### config.mk
export PLATFORM = sky130hd
export DESIGN_NAME = mmu_req_arbiter
export DESIGN_NICKNAME = d
export VERILOG_FILES = /design/src/rtl/mmu_pkg.sv /design/src/rtl/mmu_addr_decode.sv /design/src/rtl/mmu_req_arbiter.sv
export SDC_FILE = /design/constraint.sdc
export NUM_CORES = 1
export LEC_CHECK = 0
export BUFFER_PORTS_ARGS = -buffer_cell sky130_fd_sc_hd__buf_4
export CAP_MARGIN = 20
export CELL_PAD_IN_SITES_DETAIL_PLACEMENT = 0
export CELL_PAD_IN_SITES_GLOBAL_PLACEMENT = 1
export CORE_ASPECT_RATIO = 0.5
export CORE_MARGIN = 4
export CORE_UTILIZATION = 39
export CTS_CLUSTER_SIZE = 25
export DETAILED_ROUTE_END_ITERATION = 10
export HOLD_SLACK_MARGIN = 0.08
export PLACE_DENSITY = 0.83
export SLEW_MARGIN = 0
export SYNTH_ARGS = -nofsm -noshare
export SYNTH_HDL_FRONTEND = slang
export SYNTH_SLANG_ARGS = --single-unit
### constraint.sdc
create_clock -name clk -period 9.2 [get_ports clk]
set_input_delay 0.92 -clock clk [delete_from_list [all_inputs] [get_ports clk]]
set_output_delay 0.92 -clock clk [all_outputs]
set_load 0.05 [all_outputs]
### src/rtl/mmu_pkg.sv
// Shared types and default memory map for the MMU request front end.
package mmu_pkg;

    // Arbiter sequencing: idle/arbitrate, wait for MMU, pulse CPU response.
    typedef enum logic [1:0] {
        IDLE = 2'd0,
        WAIT = 2'd1,
        RESP = 2'd2
    } arb_state_t;

    // Which CPU port owns the current transaction.
    typedef enum logic {
        GRANT_INST = 1'b0,
        GRANT_DATA = 1'b1
    } grant_t;

    // Default on-chip window: 64 KiB starting at address 0.
    localparam logic [31:0] ONC_BASE_DEFAULT = 32'h0000_0000;
    localparam logic [31:0] ONC_SIZE_DEFAULT = 32'h0001_0000;

endpackage

### src/rtl/mmu_addr_decode.sv
// Combinational on-chip / off-chip classification of a data address.
module mmu_addr_decode #(
    parameter int                ADDR_W   = 32,
    parameter logic [ADDR_W-1:0] ONC_BASE = '0,
    parameter logic [ADDR_W-1:0] ONC_SIZE = ADDR_W'(32'h0001_0000)
) (
    input  logic [ADDR_W-1:0] i_addr,
    output logic              o_on_chip
);

    // The offset is taken two bits wider than the address: the top bit flags
    // an address below the base, and the extra magnitude bit lets a region
    // that ends exactly at 2^ADDR_W compare correctly without wrapping.
    localparam logic [ADDR_W+1:0] BASE_X = {2'b00, ONC_BASE};
    localparam logic [ADDR_W:0]   SIZE_X = {1'b0, ONC_SIZE};

    logic [ADDR_W+1:0] w_offset;

    assign w_offset  = {2'b00, i_addr} - BASE_X;
    assign o_on_chip = ~w_offset[ADDR_W+1] && (w_offset[ADDR_W:0] < SIZE_X);

endmodule

### src/rtl/mmu_req_arbiter.sv
// Front end of the MMU controller: round-robin arbitration between the CPU
// fetch and data ports, on/off-chip decode, one-hot MMU request issue,
// response return and a watchdog for a hung MMU.
module mmu_req_arbiter
    import mmu_pkg::*;
#(
    parameter int                ADDR_W   = 32,
    parameter int                DATA_W   = 32,
    parameter logic [ADDR_W-1:0] ONC_BASE = ADDR_W'(ONC_BASE_DEFAULT),
    parameter logic [ADDR_W-1:0] ONC_SIZE = ADDR_W'(ONC_SIZE_DEFAULT),
    parameter int                TIMEOUT  = 1023
) (
    input  logic              clk,
    input  logic              rst,
    input  logic              imem_req,
    input  logic [ADDR_W-1:0] imem_addr,
    output logic              imem_resp,
    output logic [DATA_W-1:0] imem_rdata,
    input  logic              dmem_read,
    input  logic              dmem_write,
    input  logic [ADDR_W-1:0] dmem_addr,
    input  logic [DATA_W-1:0] dmem_wdata,
    output logic              dmem_resp,
    output logic [DATA_W-1:0] dmem_rdata,
    output logic              instruction_req,
    output logic              on_c_data_read,
    output logic              on_c_data_write,
    output logic              off_c_data_read,
    output logic              off_c_data_write,
    output logic [ADDR_W-1:0] req_addr,
    output logic [DATA_W-1:0] req_wdata,
    input  logic              mmu_resp,
    input  logic [DATA_W-1:0] mmu_rdata,
    output logic              err
);

    // The counter only needs to reach TIMEOUT-1: the abort fires on the cycle
    // that would have been the TIMEOUT-th increment.
    localparam int                CNT_W    = (TIMEOUT < 2) ? 1 : $clog2(TIMEOUT);
    localparam logic [CNT_W-1:0]  CNT_LAST = CNT_W'(TIMEOUT - 1);

    arb_state_t        r_state;
    grant_t            r_grant;
    grant_t            r_last_grant;
    logic [CNT_W-1:0]  r_cnt;

    logic              r_inst_req;
    logic              r_onc_rd;
    logic              r_onc_wr;
    logic              r_offc_rd;
    logic              r_offc_wr;
    logic [ADDR_W-1:0] r_req_addr;
    logic [DATA_W-1:0] r_req_wdata;
    logic              r_imem_resp;
    logic [DATA_W-1:0] r_imem_rdata;
    logic              r_dmem_resp;
    logic [DATA_W-1:0] r_dmem_rdata;
    logic              r_err;

    logic              w_inst_pend;
    logic              w_data_pend;
    logic              w_tie;
    logic              w_grant_valid;
    grant_t            w_grant;
    logic              w_on_chip;
    logic              w_start;
    logic              w_done;
    logic              w_abort;
    logic              w_finish;

    mmu_addr_decode #(
        .ADDR_W   (ADDR_W),
        .ONC_BASE (ONC_BASE),
        .ONC_SIZE (ONC_SIZE)
    ) u_addr_decode (
        .i_addr    (dmem_addr),
        .o_on_chip (w_on_chip)
    );

    assign w_inst_pend   = imem_req;
    assign w_data_pend   = dmem_read | dmem_write;
    assign w_tie         = w_inst_pend & w_data_pend;
    assign w_grant_valid = w_inst_pend | w_data_pend;

    assign w_start  = (r_state == IDLE) && w_grant_valid;
    assign w_done   = (r_state == WAIT) && mmu_resp;
    // mmu_resp in the final watchdog cycle still counts as a completion.
    assign w_abort  = (r_state == WAIT) && !mmu_resp && (r_cnt == CNT_LAST);
    assign w_finish = w_done | w_abort;

    // Round-robin pick: a lone requester wins, a tie goes opposite last_grant.
    always_comb begin
        w_grant = GRANT_INST;
        if (w_tie) begin
            if (r_last_grant == GRANT_DATA) begin
                w_grant = GRANT_INST;
            end else begin
                w_grant = GRANT_DATA;
            end
        end else if (w_data_pend) begin
            w_grant = GRANT_DATA;
        end
    end

    // FSM sequencing, round-robin pointer and watchdog count.
    always_ff @(posedge clk or posedge rst) begin
        if (rst) begin
            r_state      <= IDLE;
            r_grant      <= GRANT_INST;
            r_last_grant <= GRANT_DATA;
            r_cnt        <= '0;
        end else begin
            case (r_state)
                IDLE: begin
                    if (w_grant_valid) begin
                        r_grant <= w_grant;
                        if (w_tie) begin
                            r_last_grant <= w_grant;
                        end
                        r_cnt   <= '0;
                        r_state <= WAIT;
                    end
                end
                WAIT: begin
                    if (w_finish) begin
                        r_state <= RESP;
                    end else begin
                        r_cnt <= r_cnt + 1'b1;
                    end
                end
                RESP: begin
                    r_cnt   <= '0;
                    r_state <= IDLE;
                end
                default: begin
                    r_state <= IDLE;
                end
            endcase
        end
    end

    // MMU-side request: loaded on grant, held through WAIT, cleared on exit.
    always_ff @(posedge clk or posedge rst) begin
        if (rst) begin
            r_inst_req  <= 1'b0;
            r_onc_rd    <= 1'b0;
            r_onc_wr    <= 1'b0;
            r_offc_rd   <= 1'b0;
            r_offc_wr   <= 1'b0;
            r_req_addr  <= '0;
            r_req_wdata <= '0;
        end else if (w_start) begin
            // Read and write together resolve to a write.
            r_inst_req  <= (w_grant == GRANT_INST);
            r_onc_rd    <= (w_grant == GRANT_DATA) &&  w_on_chip && !dmem_write;
            r_onc_wr    <= (w_grant == GRANT_DATA) &&  w_on_chip &&  dmem_write;
            r_offc_rd   <= (w_grant == GRANT_DATA) && !w_on_chip && !dmem_write;
            r_offc_wr   <= (w_grant == GRANT_DATA) && !w_on_chip &&  dmem_write;
            r_req_addr  <= (w_grant == GRANT_INST) ? imem_addr : dmem_addr;
            r_req_wdata <= (w_grant == GRANT_INST) ? '0 : dmem_wdata;
        end else if (w_finish) begin
            r_inst_req  <= 1'b0;
            r_onc_rd    <= 1'b0;
            r_onc_wr    <= 1'b0;
            r_offc_rd   <= 1'b0;
            r_offc_wr   <= 1'b0;
            r_req_addr  <= '0;
            r_req_wdata <= '0;
        end
    end

    // CPU-side response: capture data (or zero on abort), pulse for one cycle.
    always_ff @(posedge clk or posedge rst) begin
        if (rst) begin
            r_imem_resp  <= 1'b0;
            r_imem_rdata <= '0;
            r_dmem_resp  <= 1'b0;
            r_dmem_rdata <= '0;
        end else if (w_finish) begin
            if (r_grant == GRANT_INST) begin
                r_imem_resp  <= 1'b1;
                r_imem_rdata <= w_done ? mmu_rdata : '0;
            end else begin
                r_dmem_resp  <= 1'b1;
                r_dmem_rdata <= w_done ? mmu_rdata : '0;
            end
        end else if (r_state == RESP) begin
            r_imem_resp <= 1'b0;
            r_dmem_resp <= 1'b0;
        end
    end

    // Sticky watchdog flag; only reset clears it.
    always_ff @(posedge clk or posedge rst) begin
        if (rst) begin
            r_err <= 1'b0;
        end else if (w_abort) begin
            r_err <= 1'b1;
        end
    end

    assign instruction_req  = r_inst_req;
    assign on_c_data_read   = r_onc_rd;
    assign on_c_data_write  = r_onc_wr;
    assign off_c_data_read  = r_offc_rd;
    assign off_c_data_write = r_offc_wr;
    assign req_addr         = r_req_addr;
    assign req_wdata        = r_req_wdata;
    assign imem_resp        = r_imem_resp;
    assign imem_rdata       = r_imem_rdata;
    assign dmem_resp        = r_dmem_resp;
    assign dmem_rdata       = r_dmem_rdata;
    assign err              = r_err;

endmodule

After elaboration in Yosys (flattened, before gate mapping)
Cells that the tools add are included.
Operators by class
  add/subtract/negate cells: 1
  $lt $le $gt $ge: 1
  eq/ne operators: 8
  multiplexer cells: 26
  bitwise gates (word level): 6
  reduce and logical (&&, ||, !) cells: 25
Operator list (number)
  2-to-1 mux 32 bit: 6
  less-than comparator 32 x 17 -> 1 bit (second input constant): 1
  one-hot mux 10 bit (3 select lines): 1
  2-to-1 mux 10 bit: 2
  2-to-1 mux 1 bit: 14
  AND reduction 2 bit: 6
  adder 10 x 1 -> 10 bit (second input constant): 1
  equality test 10 bit (second input constant): 1
  logical AND 1 bit: 10
  inequality test 2 bit (second input constant): 5
  AND reduction 3 bit: 2
  2-to-1 mux 2 bit: 2
  one-hot mux 2 bit (2 select lines): 1
  nonzero test 2 bit: 2
  logical NOT 1 bit: 3
  OR 1 bit: 3
  nonzero test 3 bit: 1
  equality test 2 x 1 -> 1 bit (second input constant): 1
  equality test 2 bit (second input constant): 1
  logical NOT 2 bit: 1
  inverter 1 bit: 2
  AND 1 bit: 1
Word-level totals
  register bits: 150
  input port bits: 134
  word-level logic and storage cells: 83

Longest topological paths before layout
Gate-level depths: netlist (run 1).
  word-level depth: 6
  mapped depth: 8

By module
From an unflattened synthesis (run 1), not the netlist that was laid out.
Unflattened totals
  cell total of the unflattened synthesis: 431
  area, all modules: 5845.6 um^2
By module, submodules not included
  mmu_req_arbiter: times used 1, cells each 426, area each 5811.8 um^2
  mmu_addr_decode: times used 1, cells each 5, area each 33.8 um^2

Worst setup path before layout (run 1)
No wires, ideal clock.
  path kind: input port to flip-flop
  start: input dmem_write
  end: register r_req_wdata[0] (netlist: req_wdata[0])
  setup time: 0.067 ns
  arrival time: 2.140 ns
  slack: 6.993 ns
  stages: 6
  buffers on the path: 2
  path through: or2_2 o21ai_2 a21boi_2 buf_2 buf_4 a22o_1
Between the ends
  longest elaborated chain between the ends: 5
  elaborated cells on any way between the ends: 9
RTL lines
  start: declaration: RTL line mmu_req_arbiter.sv:20  | input logic dmem_write,
  OR 1 bit *: RTL line mmu_req_arbiter.sv:81  | assign w_data_pend = dmem_read | dmem_write;
  2-to-1 mux 1 bit / AND 1 bit (equally long branches): RTL line mmu_req_arbiter.sv:100, mmu_req_arbiter.sv:82
  2-to-1 mux 1 bit: RTL line mmu_req_arbiter.sv:94  | if (w_tie) begin
  2-to-1 mux 32 bit: RTL line mmu_req_arbiter.sv:160  | r_req_wdata <= (w_grant == GRANT_INST) ? '0 : dmem_wdata;
  2-to-1 mux 32 bit: RTL line mmu_req_arbiter.sv:152  | end else if (w_start) begin
  end signal: assignment: RTL line mmu_req_arbiter.sv:160
  end: declaration: RTL line mmu_req_arbiter.sv:53  | logic [DATA_W-1:0] r_req_wdata;
Mark *: on every way between the ends. The rest lies on a longest branch, timed or not.
A chain may end at the register's enable or synchronous reset.

Final worst setup path (run 1)
  start: input dmem_write
  end: register r_req_addr[2] (netlist: req_addr[2])
Between the ends
  longest elaborated chain between the ends: 5
  elaborated cells on any way between the ends: 9
RTL lines
  OR 1 bit *: RTL line mmu_req_arbiter.sv:81
  2-to-1 mux 1 bit / AND 1 bit (equally long branches): RTL line mmu_req_arbiter.sv:100, mmu_req_arbiter.sv:82
  2-to-1 mux 1 bit: RTL line mmu_req_arbiter.sv:94
  2-to-1 mux 32 bit: RTL line mmu_req_arbiter.sv:159  | r_req_addr <= (w_grant == GRANT_INST) ? imem_addr : dmem_addr;
  2-to-1 mux 32 bit: RTL line mmu_req_arbiter.sv:152
  end signal: assignment: RTL line mmu_req_arbiter.sv:159
  end: declaration: RTL line mmu_req_arbiter.sv:52  | logic [ADDR_W-1:0] r_req_addr;
Marked as above.

==> results of run 1 <==
-- worst max-delay path, stage by stage --
cell	delay, ns
buf_4	0.13
or2_2	0.33
o21ai_2	0.20
a21boi_4	0.19
buf_4	0.59
a221o_1	0.27
-- path summary, 6_finish.rpt --
kind | startpoint | to | cells past startpoint
min reg2reg | err | err | 1
max | dmem_write | req_addr[2] | 6
min | err | err | 1
min in group asynchronous | rst | imem_rdata[30] | 2
max reg2reg | r_cnt[0] | req_addr[2] | 7
max in group asynchronous | rst | r_last_grant | 4
-- stage by stage --
step / instances / instance area, µm²
detailed placement: 880 / 8090
CTS: 912 / 8660
global route: 913 / 8690
finish: 913 / 8690
global placement: 880 / 8090
floorplan: 436 / 5870
-- cell type report --
class,instances,area share
Sequential cell,150,0.432
Timing Repair Buffer,279,0.243
Multi-Input combinational cell,249,0.228
Clock buffer,17,0.0490
Tap cell,198,0.0285
Clock inverter,15,0.0164
Inverter,5,0.00274
-- flip-flops by register name (all words and copies together), names as in the netlist --
name and cells:
r_cnt 10, r_grant 1, r_state 2, r_last_grant 1
off_c_data_write 1, dmem_resp 1, err 1, imem_rdata 32
req_addr 32, req_wdata 32, dmem_rdata 32, off_c_data_read 1
imem_resp 1, on_c_data_write 1, on_c_data_read 1, instruction_req 1
-- Yosys cell counts --
library cell  count  share of area
o21ai_0           1        0.00085
nor2_1            6         0.0038
dfrtp_1         149           0.64
a21o_1            4         0.0051
a21boi_2          1         0.0019
a31oi_1           1         0.0011
ha_1              2         0.0043
o21bai_1          1         0.0013
a211o_1           2         0.0030
and4_1            3         0.0045
o21ai_2           1         0.0015
o2bb2ai_1         1         0.0015
buf_2             4         0.0034
nand2_1           9         0.0058
nor2b_1           3         0.0032
dfstp_2           1         0.0045
nand4_2           1         0.0021
o22ai_1           1         0.0011
nor3_1            6         0.0051
or2_2             1         0.0011
nand2b_1          2         0.0021
and3_1            5         0.0053
o31ai_4           1         0.0036
a311o_1           1         0.0017
o31a_1            1         0.0015
clkbuf_1         27          0.017
nor4_1            4         0.0043
a32o_1            2         0.0034
mux2i_1           4         0.0068
buf_4             1         0.0013
nor3b_1           1         0.0013
a2111oi_0         1         0.0015
a21oi_1           6         0.0051
a22o_1           99           0.15
and2_1           34          0.036
nand4_1           4         0.0043
xnor2_1           1         0.0015
o31ai_1           1         0.0013
nand3_1           6         0.0051
inv_1             5         0.0032
a221o_1          32          0.055
-- cell families after synthesis --
| kind of cell | count (synthesis) |
|---|---|
| buf+inv | 37 |
| compound gates | 157 |
| simple gates | 85 |
| flops | 150 |
| fa+ha+maj | 2 |
| xor+xnor | 1 |
| mux | 4 |
-- power groups by stage --
stage	sequential [mW]	combinational (mW)	clock, mW
floorplan	1.96	0.505	0
global placement	1.10	1.98	0
detailed placement	1.10	2.00	0
CTS	1.09	2.00	0.688
global route	1.13	2.08	0.714
finish	1.10	1.99	0.673
-- routing by layer --
layer / up-vias / GRT usage / share of wire
li1: 2221 / - / -
met1: 2425 / 0.248 / 0.42
met2: 178 / 0.320 / 0.50
met3: 33 / 0.0458 / 0.058
met4: 0 / 0.0843 / 0.024
met5: - / 0 / 0
==> results.md, run 1 <==
- Status: finished, final reports clean
- Die width: 181 µm
- Full die area: 17200 µm²
- Crit path DAT: 2.67 ns
- N_diodes: 0
- First-pass GRT wire length: 26.5 mm
- Number of global-route vias before repair: 4947
- P_int: 1.96 mW
- Commonest non-fill, non-tap cells in the layout: buf_4, dfrtp_1, a22o_1
- Compound-Gate Fraction of Synth Area: 0.238
- CTS tree: done
- Largest family of logic cells by synthesized area: compound AO/OA/AOI/OAI gates
- Register area share after synthesis: 0.640
- Mapped Nets: 572
- Drt total wl: 17.4 mm
- CP Data Required Time: 9.54 ns
- Mean area per synthesized cell: 13.5 µm²
- Cts hold-fix bufs: 0
- Worst slew pin tran: 0.739 ns
- Sw power: 1.79 mW
- Cell Area, Synth: 5870 µm²
- Worst vdd ir: 0.197 mV
- Startpoint Class: input port
- Final nets: 838
- Worst slew margin: 0.507
- Seq pwr share: 0.292
- DRT iter0 DRCs: 245
- GRT Total Usage: 0.194
- Fin. max-slew vios: 0
- Cts bufs inserted: 17
- Clock Sinks: 150
- Clock H-tree levels: 4
- HP Class: flop to flop
- Reg clk slew, reported paths: 0.06 ns
- Grt total ovfl: 0
- Initial antenna violation count: 0
- Post-synthesis mux area share: 0.00683
- Multi-input logic area: 1980 µm²
- P&R area growth vs syn: 48.1%
- Sequential cell area: 3750 µm²
- CORE AREA: 14600 µm²
- Worst hold slack: 0.457 ns
- Fin. Hold Viols: 0
- Post-CTS Setup Bufs: 0
- Vias/cell: 5.32
- Critical setup path kind: input port to flop
- Ports: 270
- Die Span Y: 94.7 µm
- Endpoints failing setup: 0
- RSZ-0062 raised after global routing: false
- DP HPWL: 11.8 mm
- Row count: 31
- Simple-Gate Fraction of Synth Area: 0.0843
- Pin count of the biggest net entering global routing: 87
- Initial Utilization: 0.402
- Fill cells: 1231
- Routed Antenna Nets: 0
- CP max FO: 69
- Fin Setup TNS: 0 ns
- Layout cells sized above 1: 0.449
- Worst-Skew Late Latency: 0.41 ns
- # resized after CTS: 0
- Fin crit share: 0.253
- Leak: 4.38 nW
- Port Buf Inserts: 269
- Post-synthesis adder-cell area fraction: 0.00427
- Clock skew: 0.0156 ns
- Yosys cell types: 41
- XOR/XNOR Fraction of Synth Area: 0.00149
- Clock root cell: clkbuf_16
- Setup WS pre-CTS: 6.46 ns
- Comb pwr share: 0.529
- Seq cells post-synth: 150
- # DRC: 0
- R2R Setup Slk: 6.91 ns
- CTS Buffer Depth: 2
- Yosys warns: 0
- Most common cell after layout, fill and taps aside: buf_4
- Sw Share: 0.477
- Syn Inst Count: 436
- Critical path capture point type: flop
- Number of max-cap violations: 0
- Routability cong.: 0.781
- Power after layout: 3.76 mW
- DR WL/cell: 19.0 µm
- Fmax: 429 MHz
- PwrDens: 432 nW/µm²
- Core Util, Final: 0.596
- Via Count: 4857
- Clock network fraction of design power: 0.179
- Final worst slack: 6.87 ns
- Final min period: 2.33 ns
- DR pass1 iterations: 7
No activity file was read; power rests on OpenSTA's default activity.
==> run 2: changes to the inputs <==
--- a/config.mk
+++ b/config.mk
@@ -11,11 +11,11 @@
 export CELL_PAD_IN_SITES_GLOBAL_PLACEMENT = 1
 export CORE_ASPECT_RATIO = 0.5
 export CORE_MARGIN = 4
-export CORE_UTILIZATION = 39
+export CORE_UTILIZATION = 32
 export CTS_CLUSTER_SIZE = 25
 export DETAILED_ROUTE_END_ITERATION = 10
 export HOLD_SLACK_MARGIN = 0.08
-export PLACE_DENSITY = 0.83
+export PLACE_DENSITY = 0.72
 export SLEW_MARGIN = 0
 export SYNTH_ARGS = -nofsm -noshare
 export SYNTH_HDL_FRONTEND = slang
==> constraint.sdc (replaced) <==
create_clock -name clk -period 1.9 [get_ports clk]
set_input_delay 0.19 -clock clk [delete_from_list [all_inputs] [get_ports clk]]
set_output_delay 0.19 -clock clk [all_outputs]
set_load 0.05 [all_outputs]
==> run 2 against run 1 <==
  * Largest power group unchanged
  * Combinational power grew to 5.3 times the previous value
  * The flow now finishes with violations (setup timing)
  * Cell area rose by 18%
  * Critical path type is now flop to flop
  * Highest routed layer unchanged
  * Sequential power rose to 4.8 times the previous value
  * Clock power rose to 5.1 times the previous value
==> results.md, run 2 (synthesis gave the netlist of run 1 again) <==
- Hold Path Cell Cnt: 3
- Via Count: 5408
- Row count: 34
- Worst vdd ir: 0.767 mV
- Placed Area: 8340 µm²
- Die Span Y: 104 µm
- PwrDens: 1880 nW/µm²
- Multi-input logic area: 2010 µm²
- Vias/cell: 5.01
- Full die area: 20700 µm²
- Worst-Skew Late Latency: 0.41 ns
- Setup WS pre-CTS: 0.0209 ns
- CP startpoint: r_cnt[0]
- R2R Setup Slk: -0.02 ns
- Sw Share: 0.459
- DP HPWL: 12.7 mm
- Cells after DPL: 929
- N_diodes: 0
- P&R area growth vs syn: 74.6%
- Final worst slack: -0.0163 ns
- Final min period: 1.92 ns
- Initial Utilization: 0.332
- Endpoints failing setup: 9
- Comb pwr share: 0.547
- Commonest non-fill, non-tap cells in the layout: buf_4, dfrtp_1, dlygate4sd3_1
- Die width: 199 µm
- DR WL/cell: 19.0 µm
- RSZ-0062 raised after global routing: true
- Failing checks: setup timing
- Clock H-tree levels: 4
- WP depth: 7
- Most common cell after layout, fill and taps aside: buf_4
- Critical setup path kind: flop to flop
- Fin. max-slew vios: 0
- Crit path DAT: 2.20 ns
- WP buf/inv: 2
- CTS Buffer Depth: 2
- Cts bufs inserted: 17
- R2R Path Start: r_cnt[0]
- Fmax: 522 MHz
- Pin count of the biggest net entering global routing: 88
- Fin crit share: 1.01
- Seq pwr share: 0.276
- First-pass GRT wire length: 31.5 mm
- Reg clk slew, reported paths: 0.06 ns
- # DRC: 0
- End of the critical path: req_addr[12]
- Critical path capture point type: flop
- Startpoint Class: flop
- Routability cong.: 0.840
- Number of max-cap violations: 0
- Layout cells sized above 1: 0.398
- Clock skew: 0.0124 ns
- DR pass1 iterations: 4
- Slowest stage cell, crit path: dfrtp_1
- Critical Path Max Stage Delay: 0.37 ns
- Worst slew pin tran: 0.521 ns
- CTS tree: done
- GRT Total Usage: 0.190
- Grt total ovfl: 0
- Worst reg2reg path depth: 7
- Status: finished with violations
- DRT iter0 DRCs: 244
- Worst slew margin: 0.649
- Fin. Hold Viols: 0
- P_int: 10.4 mW
- Sequential cell area: 3750 µm²
- HP Class: input port to flop
- Fin cells: 1080
- Delay-heaviest family, CP: compound AO/OA/AOI/OAI gates
- Number of global-route vias before repair: 5849
- Leak: 5.04 nW
- Critical-path cell list: inv_1 > ha_1 > nand4_1 > o31ai_4 > a21boi_4 > clkbuf_16 > a221o_1
- Drt total wl: 20.5 mm
- Clock root cell: clkbuf_16
- Final nets: 973
- Ports: 270
- Port Buf Inserts: 269
- Routed Antenna Nets: 0
- Clock network fraction of design power: 0.178
- CORE AREA: 17700 µm²
- CP Data Required Time: 2.19 ns
- Sw power: 8.82 mW
- Clock Sinks: 150
- R2R Path End: req_addr[12]
- Post-layout instance area: 10200 µm²
- CP max FO: 15
- Fill cells: 1435
- Initial antenna violation count: 0
## run 2: cell count changes in the layout (fill, tap and decap cells not counted), moves of 2 or more
cell,before,now
dlygate4sd3_1,0,118
buf_12,0,8
inv_6,8,0
buf_4,278,284
clkbuf_16,17,21
bufinv_16,1,4
clkinv_2,3,5
## run 2: worst min-delay path by stage
stage | startpoint | end | slack, ns
2_1_floorplan | imem_req | r_last_grant | 0.32
3_3_place_gp | rst | req_wdata[13] | 0.36
3_5_place_dp | rst | req_wdata[13] | 0.36
4_1_cts | dmem_addr[15] | req_addr[15] | 0.08
5_1_grt | dmem_addr[28] | req_addr[28] | 0.1
6_report | dmem_addr[15] | req_addr[15] | 0.1
## run 2: cell type report
| cell class | count | share of cell area |
|---|---|---|
| Multi-Input combinational cell | 249 | 0.196 |
| Sequential cell | 150 | 0.367 |
| Timing Repair Buffer | 414 | 0.349 |
| Tap cell | 234 | 0.0286 |
| Inverter | 5 | 0.00220 |
| Clock buffer | 17 | 0.0415 |
| Clock inverter | 11 | 0.0158 |
## run 2: layer usage
metal	part of all wire	vias up	GRT usage
met3	0.057	52	0.0461
met1	0.41	2658	0.229
met5	0	-	0
met4	0.037	0	0.0838
met2	0.50	203	0.322
li1	-	2495	-
## run 2: timing repair
action / in CTS / in global routing
setup buffers: 0 / 1
pin swaps: 0 / 6
gates cloned: 0 / 4
hold endpoints to repair: 280 / 0
gates resized for setup: 1 / 6
setup endpoints to repair: 1 / 96
hold buffers: 118 / 0
## run 2: power groups by stage
stage	sequential, mW	clock [mW]	combinational, mW
after detailed placement	5.28	0	10.1
final	5.30	3.42	10.5
after global routing	5.45	3.64	11.0
after floorplan	9.47	0	2.45
after global placement	5.29	0	9.97
after CTS	5.28	3.50	10.3
## run 2: tightest hold or removal path, stage by stage
cell and delay, ns:
buf_4 0.07, and2_1 0.10, a221o_1 0.10
## run 2: stage by stage
step	util	power, mW	setup TNS, ns	hold WS, ns
6_report	0.580	19.2	-0.0631	0.0990
5_1_grt	0.580	20.1	-5.17	0.0968
4_1_cts	0.573	19.0	0	0.0801
3_5_place_dp	0.472	15.4	0	0.363
3_3_place_gp	0.472	15.3	0	0.359
2_1_floorplan	-	11.9	-26.54	0.318
